**src/rtl/alu_rs.sv**
```systemverilog
// ALU reservation station: buffers dispatched ops, snoops both CDBs,
// and issues one ready op per cycle to the combinational ALU.
module alu_rs #(
   parameter int RS_SIZE  = 16,
   parameter int RS_IDX_W = 4,
   parameter int ROB_W    = 4
) (
   input  logic             clk,
   input  logic             rst,
   input  logic             rdy,
   input  logic             clear,
   input  logic             DP_sgn,
   input  logic [5:0]       DP_opcode,
   input  logic [ROB_W-1:0] DP_ROB_name,
   input  logic             DP_Qj_busy,
   input  logic [ROB_W-1:0] DP_Qj,
   input  logic [31:0]      DP_Vj,
   input  logic             DP_Qk_busy,
   input  logic [ROB_W-1:0] DP_Qk,
   input  logic [31:0]      DP_Vk,
   output logic             full,
   input  logic             ALU_CDB_sgn,
   input  logic [ROB_W-1:0] ALU_CDB_ROB_name,
   input  logic [31:0]      ALU_CDB_result,
   input  logic             LSB_CDB_sgn,
   input  logic [ROB_W-1:0] LSB_CDB_ROB_name,
   input  logic [31:0]      LSB_CDB_result,
   output logic             ALU_sgn,
   output logic [5:0]       ALU_opcode,
   output logic [ROB_W-1:0] ALU_ROB_name,
   output logic [31:0]      ALU_lhs,
   output logic [31:0]      ALU_rhs
);

   typedef struct packed {
      logic             busy;
      logic [5:0]       opcode;
      logic [ROB_W-1:0] rob_name;
      logic             qj_busy;
      logic [ROB_W-1:0] qj;
      logic [31:0]      vj;
      logic             qk_busy;
      logic [ROB_W-1:0] qk;
      logic [31:0]      vk;
   } ent_t;

   ent_t ent [RS_SIZE];

   logic [RS_SIZE-1:0]  busy_v;
   logic [RS_SIZE-1:0]  ready_v;
   logic [RS_IDX_W-1:0] free_idx;
   logic [RS_IDX_W-1:0] iss_idx;
   logic                has_ready;
   logic                dj_busy;
   logic                dk_busy;
   logic [31:0]         dj_val;
   logic [31:0]         dk_val;

   always_comb begin
      busy_v  = '0;
      ready_v = '0;
      for (int i = 0; i < RS_SIZE; i++) begin
         busy_v[i]  = ent[i].busy;
         ready_v[i] = ent[i].busy && !ent[i].qj_busy && !ent[i].qk_busy;
      end
   end

   assign full = &busy_v;

   // descending scan so the lowest index wins
   always_comb begin
      free_idx  = '0;
      iss_idx   = '0;
      has_ready = 1'b0;
      for (int i = RS_SIZE - 1; i >= 0; i--) begin
         if (!busy_v[i]) free_idx = RS_IDX_W'(i);
         if (ready_v[i]) begin
            iss_idx   = RS_IDX_W'(i);
            has_ready = 1'b1;
         end
      end
   end

   // operands broadcast in the dispatch cycle are captured directly
   always_comb begin
      dj_busy = DP_Qj_busy;
      dj_val  = DP_Vj;
      dk_busy = DP_Qk_busy;
      dk_val  = DP_Vk;
      if (DP_Qj_busy && ALU_CDB_sgn && DP_Qj == ALU_CDB_ROB_name) begin
         dj_busy = 1'b0;
         dj_val  = ALU_CDB_result;
      end else if (DP_Qj_busy && LSB_CDB_sgn && DP_Qj == LSB_CDB_ROB_name) begin
         dj_busy = 1'b0;
         dj_val  = LSB_CDB_result;
      end
      if (DP_Qk_busy && ALU_CDB_sgn && DP_Qk == ALU_CDB_ROB_name) begin
         dk_busy = 1'b0;
         dk_val  = ALU_CDB_result;
      end else if (DP_Qk_busy && LSB_CDB_sgn && DP_Qk == LSB_CDB_ROB_name) begin
         dk_busy = 1'b0;
         dk_val  = LSB_CDB_result;
      end
   end

   always_ff @(posedge clk) begin
      if (!rst) begin
         for (int i = 0; i < RS_SIZE; i++) ent[i].busy <= 1'b0;
         ALU_sgn      <= 1'b0;
         ALU_opcode   <= '0;
         ALU_ROB_name <= '0;
         ALU_lhs      <= '0;
         ALU_rhs      <= '0;
      end else if (rdy) begin
         if (clear) begin
            for (int i = 0; i < RS_SIZE; i++) ent[i].busy <= 1'b0;
            ALU_sgn <= 1'b0;
         end else begin
            for (int i = 0; i < RS_SIZE; i++) begin
               if (ent[i].busy && ent[i].qj_busy) begin
                  if (ALU_CDB_sgn && ent[i].qj == ALU_CDB_ROB_name) begin
                     ent[i].vj      <= ALU_CDB_result;
                     ent[i].qj_busy <= 1'b0;
                  end else if (LSB_CDB_sgn && ent[i].qj == LSB_CDB_ROB_name) begin
                     ent[i].vj      <= LSB_CDB_result;
                     ent[i].qj_busy <= 1'b0;
                  end
               end
               if (ent[i].busy && ent[i].qk_busy) begin
                  if (ALU_CDB_sgn && ent[i].qk == ALU_CDB_ROB_name) begin
                     ent[i].vk      <= ALU_CDB_result;
                     ent[i].qk_busy <= 1'b0;
                  end else if (LSB_CDB_sgn && ent[i].qk == LSB_CDB_ROB_name) begin
                     ent[i].vk      <= LSB_CDB_result;
                     ent[i].qk_busy <= 1'b0;
                  end
               end
            end
            ALU_sgn <= has_ready;
            if (has_ready) begin
               ALU_opcode        <= ent[iss_idx].opcode;
               ALU_ROB_name      <= ent[iss_idx].rob_name;
               ALU_lhs           <= ent[iss_idx].vj;
               ALU_rhs           <= ent[iss_idx].vk;
               ent[iss_idx].busy <= 1'b0;
            end
            if (DP_sgn && !full) begin
               ent[free_idx] <= '{busy: 1'b1, opcode: DP_opcode,
                                  rob_name: DP_ROB_name,
                                  qj_busy: dj_busy, qj: DP_Qj, vj: dj_val,
                                  qk_busy: dk_busy, qk: DP_Qk, vk: dk_val};
            end
         end
      end
   end

endmodule

```
**config.mk**
```make
export PLATFORM = sky130hd
export DESIGN_NAME = alu_rs
export DESIGN_NICKNAME = d
export VERILOG_FILES = /design/src/rtl/alu_rs.sv
export SDC_FILE = /design/constraint.sdc
export NUM_CORES = 2
export LEC_CHECK = 0
export BUFFER_PORTS_ARGS = -buffer_cell sky130_fd_sc_hd__buf_2
export CAP_MARGIN = 5
export CORE_MARGIN = 8
export CORE_UTILIZATION = 25
export CTS_CLUSTER_SIZE = 20
export DETAILED_ROUTE_END_ITERATION = 10
export REMOVE_ABC_BUFFERS = 1
export SYNTH_ARGS = -nofsm -noshare
export SYNTH_HDL_FRONTEND = slang
export SYNTH_SLANG_ARGS = --single-unit
```
**constraint.sdc**
```tcl
create_clock -name clk -period 6.37 [get_ports clk]
set_input_delay 0.3185 -clock clk [delete_from_list [all_inputs] [get_ports clk]]
set_output_delay 0.3185 -clock clk [all_outputs]
set_load 0.02 [all_outputs]
```
After elaboration in Yosys (flattened, before gate mapping) --
Memory sizes are Yosys's and may differ from the RTL's. A register that Yosys moved wholly into a read port is not among the register bits. Index checks and enable logic that the tools add are counted.
Word-level totals: register bits 1, latch bits 0, RAM bits 1360, bits in read-only memories 0, input port bits 163, output and inout bits 76, word-level logic and storage cells 892, memories kept 1
Memories:
- ent | depth 16, bits a word 85, read ports 17, clocked after Yosys merged registers in 1, write ports 18, line 47 | ent_t ent [RS_SIZE];
Operators by class: add/sub/neg operators 0, multipliers 0, divide/modulo/power cells 0, $lt $le $gt $ge 0, equal/unequal tests 68, shift operators 0, muxes and demuxes 568, bitwise operators 81, reduce and logical (&&, ||, !) cells 173
Operators with widths (number):
- $mux W32 | 36
- $mux W1 | 500
- $eq A4 B4 Y1 | 68
- $logic_and A1 B1 Y1 | 137
- $mux W4 | 32
- $or A1 B1 Y1 | 80
- $logic_not A1 Y1 | 34
- $reduce_and A16 Y1 | 1
- $reduce_and A3 Y1 | 1
- $not A1 Y1 | 1

Longest topological paths before layout --
An unclocked memory read counts as a cell.
depth after elaboration 25, gate-level depth with buffers 13

Worst setup path before layout --
No wires, ideal clock.
path kind input to register, start in ALU_CDB_ROB_name[2], end mem ent[3][0] (netlist bit) (enable), setup time 539 ps, data arrival time 5146 ps, slack 685 ps, stages on the path 6, buffers on the path 2, cell sequence clkbuf_1 > buf_2 > xor2_1 > nor3_1 > nand3_1 > o311ai_0
RTL lines:
- start, declared | line 23 | input logic [ROB_W-1:0] ALU_CDB_ROB_name,
- end, declared | line 47

==> flow_metrics.env <==
export IMPL_drc=0
export IMPL_die_h_um=584.6
export IMPL_placementRows=208
export IMPL_drtAntennaViolNets=0
export IMPL_r2r_cells=9
export IMPL_worst_slack_ns=1.202
export IMPL_grt_busiest_layer="met2"
export IMPL_clock_root_buffer="clkbuf_16"
export IMPL_ir_drop_mv=0.2008
export IMPL_synth_top_area_share_pct=49.94
export IMPL_syn_inst=6657
export IMPL_critPathKind="flop to flop"
export IMPL_grt_use_met2_pct=29.60
export IMPL_place_ws_ns=1.500
export IMPL_reg2reg_slack_ns=1.20
export IMPL_avgViaCountPerCell=5.588
export IMPL_clk_pin_slew_ns=0.06
export IMPL_firstDrtPassIters=11
export IMPL_cts_buffers=166
export IMPL_crit_start="ent[2][84]"
export IMPL_setup_viol=0
export IMPL_cpPeakStageDelay_ns=1.07
export IMPL_gp_congestion=0.9087
export IMPL_fin_nets=6641
export IMPL_r2r_start="ent[2][84]"
export IMPL_tritoncts="built"
export IMPL_fin_cells=10943
export IMPL_cts_sinks=1435
export IMPL_design_area_sq_um=92300
export IMPL_rr_endpoint="ALU_lhs[28]"
export IMPL_critPathMaxFanout=20
export IMPL_path_depth=9
export IMPL_path_delay_family="simple AND/OR/NAND/NOR gates"
export IMPL_netlist_area_sq_um=80810
export IMPL_power_density_nw_per_um2=230.3
export IMPL_start_kind="flop"
export IMPL_die_w_um=584.6
export IMPL_io_buffers=238
export IMPL_wl_mm=346.6
export IMPL_tightestPinTransition_ns=1.449
export IMPL_synth_top_cell_by_area="edfxtp_1"
export IMPL_hold_viol=0
export IMPL_worstPathCellList="nor3b_1 -> nor4_2 -> nand4b_1 -> a21oi_1 -> nand2_1 -> nor2_4 -> buf_4 -> a221o_1 -> o41a_1"
export IMPL_synth_most_common_cell="mux2i_1"
export IMPL_drive_gt1_share_pct=15.77
export IMPL_dp_cells=10594
export IMPL_synth_top_flop_cell="edfxtp_1"
export IMPL_max_freq_ghz=0.1935
export IMPL_grt_use_met1_pct=24.08
export IMPL_synth_edf_count=1344
export IMPL_post_route_period_util_pct=81.13
export IMPL_num_vias=61154
export IMPL_power_mw=21.25
export IMPL_syn_to_final_growth_pct=14.22
export IMPL_antenna_found_initial=69
export IMPL_yosysSeqAreaShare_pct=52.20
export IMPL_synthTopCellsByArea="edfxtp_1, mux2i_1, mux2_2, clkbuf_1, dfxtp_1"
export IMPL_core_region_area_sq_um=321400
export IMPL_rsz0062_at_grt="no"
export IMPL_ys_async_sr_fraction_pct=0
export IMPL_arrival_ns=5.90
export IMPL_cp_end_kind="flop"
export IMPL_cts_buffer_depth=3
export IMPL_cp_endpoint="ALU_lhs[28]"
export IMPL_worst_path_max_delay_cell="nor2_4"
export IMPL_outcome="finished, final reports clean"
export IMPL_grt_util_all_layers_pct=19.27
export IMPL_power_leakage_nw=40.30
export IMPL_grt_max_degree=133
export IMPL_cts_htree_levels=4
export IMPL_hold_class="input pin to flop"
export IMPL_hpwl_mm=201.5
export IMPL_cap_violations=0
export IMPL_start_util_pct=25.14
export IMPL_yosys_warnings=0
export IMPL_post_dp_cell_area_sq_um=86760
export IMPL_syn_avg_cell_area_sq_um=12.14
export IMPL_die_area_sq_um=341700
export IMPL_critPathBufInv=1
export IMPL_maxSlewViolCount=0
export IMPL_drtIter0Drc=8512
export IMPL_synth_distinct_cells=64
export IMPL_grt_pass1_wl_mm=471.9
export IMPL_cts_resized=0
export IMPL_ios=239
export IMPL_wire_per_inst_um=31.68
export IMPL_fin_tns_setup_ns=0
export IMPL_final_util_pct=28.72
export IMPL_post_cts_setup_buffers=0
export IMPL_min_period_ns=5.168
export IMPL_grt_util_met3_pct=5.469
export IMPL_overflow=0
export IMPL_synth_seq_cells=1435
export IMPL_clock_skew_ns=0.05405
export IMPL_relSlewSlack_pct=3.385
export IMPL_synthTopCellsByCount="mux2i_1, edfxtp_1, clkbuf_1"
export IMPL_critPathRequiredTime_ns=7.10
export IMPL_clock_latency_ns=0.84
export IMPL_holdWs_ns=0.03202
export IMPL_grt_pass1_vias=59840
[cell usage in the layout (no fill, tap or decap), drive strengths merged, types with 7 or more instances in the layout]
| cell | synthesis | layout |
|---|---|---|
| diode | 0 | 19 |
| or3b | 8 | 8 |
| mux2 | 241 | 241 |
| a31oi | 37 | 37 |
| nand2 | 466 | 466 |
| a21oi | 129 | 129 |
| xor2 | 164 | 164 |
| a41oi | 10 | 10 |
| a211oi | 96 | 96 |
| o41a | 40 | 40 |
| a222oi | 109 | 109 |
| clkbuf | 609 | 260 |
| a22o | 25 | 25 |
| and3 | 7 | 7 |
| xnor2 | 108 | 108 |
| buf | 218 | 461 |
| o21ai | 273 | 273 |
| or3 | 19 | 19 |
| o22ai | 84 | 84 |
| o211ai | 22 | 22 |
| clkinv | 2 | 38 |
| edfxtp | 1344 | 1344 |
| nand3 | 129 | 129 |
| nor2b | 66 | 66 |
| nor3 | 47 | 47 |
| dlygate4sd3 | 0 | 19 |
| mux2i | 1914 | 1914 |
| dfxtp | 91 | 91 |
| a41o | 25 | 25 |
| a221o | 40 | 40 |
| inv | 21 | 28 |
| nor4 | 36 | 36 |
| nor3b | 12 | 12 |
| nor2 | 183 | 183 |
| nand4 | 33 | 33 |
[metal layers]
metal	share of wire, %	wire [um]	vias up
met1	38	130900	31028
li1	-	-	24847
met3	12	40740	1028
met5	0.030	105	-
met4	6.6	22990	18
met2	44	151900	4233
[state kept, by name, summed over array words and instances, names as in the netlist]
register and cells:
ALU_rhs 32, ALU_ROB_name 4, ALU_lhs 32, ALU_opcode 6
ent 1360, ALU_sgn 1
[where the power goes]
group / internal [mW] / switching (mW) / leakage [nW]
Clock: 5.44 / 4.05 / 2.58
Sequential: 10.3 / 0.00950 / 12.8
Combinational: 0.463 / 0.977 / 24.9
[worst register-to-register path: cells and delay by family (launching register included)]
family                 cells  cell delay [ns]
flip-flops                 1             0.48
AO/OA/AOI/OAI              3             0.97
AND/OR/NAND/NOR            5             3.15
buffers and inverters      1             0.47
[kinds of logic (layout without fill, tap and decap cells)]
family,count (synthesis),count (layout),share of synthesized area (%)
xor gates and xnor gates,272,272,2.948
muxes,2155,2155,27.07
other,0,19,0
DFF,1435,1435,52.20
and+or+nand+nor,1020,1020,5.712
AOI/OAI and AO/OA,925,925,7.998
buffers and inverters,850,812,4.081
[worst min path at each step]
stage / slack (ns) / to / start / cells after the start
after CTS: 0.008 / ent[6][32] / DP_Qk[0] / 1
after floorplan: 0.42 / ent[0][32] / DP_Qk[0] / 0
after global routing: 0.03 / ent[6][32] / DP_Qk[0] / 1
after global placement: 0.46 / ALU_sgn / ALU_sgn / 2
after detailed placement: 0.46 / ALU_sgn / ALU_sgn / 2
final: 0.03 / ent[6][32] / DP_Qk[0] / 1
[cell type report]
cell class	instances	area [sq um]
Timing Repair Buffer	480	3338
Tap cell	4305	5386
Antenna cell	19	47.55
Fill cell	32516	229100
Sequential cell	1435	42180
Clock buffer	260	4856
Clock inverter	49	430.4
Inverter	23	91.34
Multi-Input combinational cell	4372	35970
[timing repair]
item | 4_1_cts | 5_1_grt
endpoints found under the setup margin | 0 | 0
hold buffers | 19 | 0
hold endpoints to repair | 255 | 0
(Power assumes the default switching activity.)
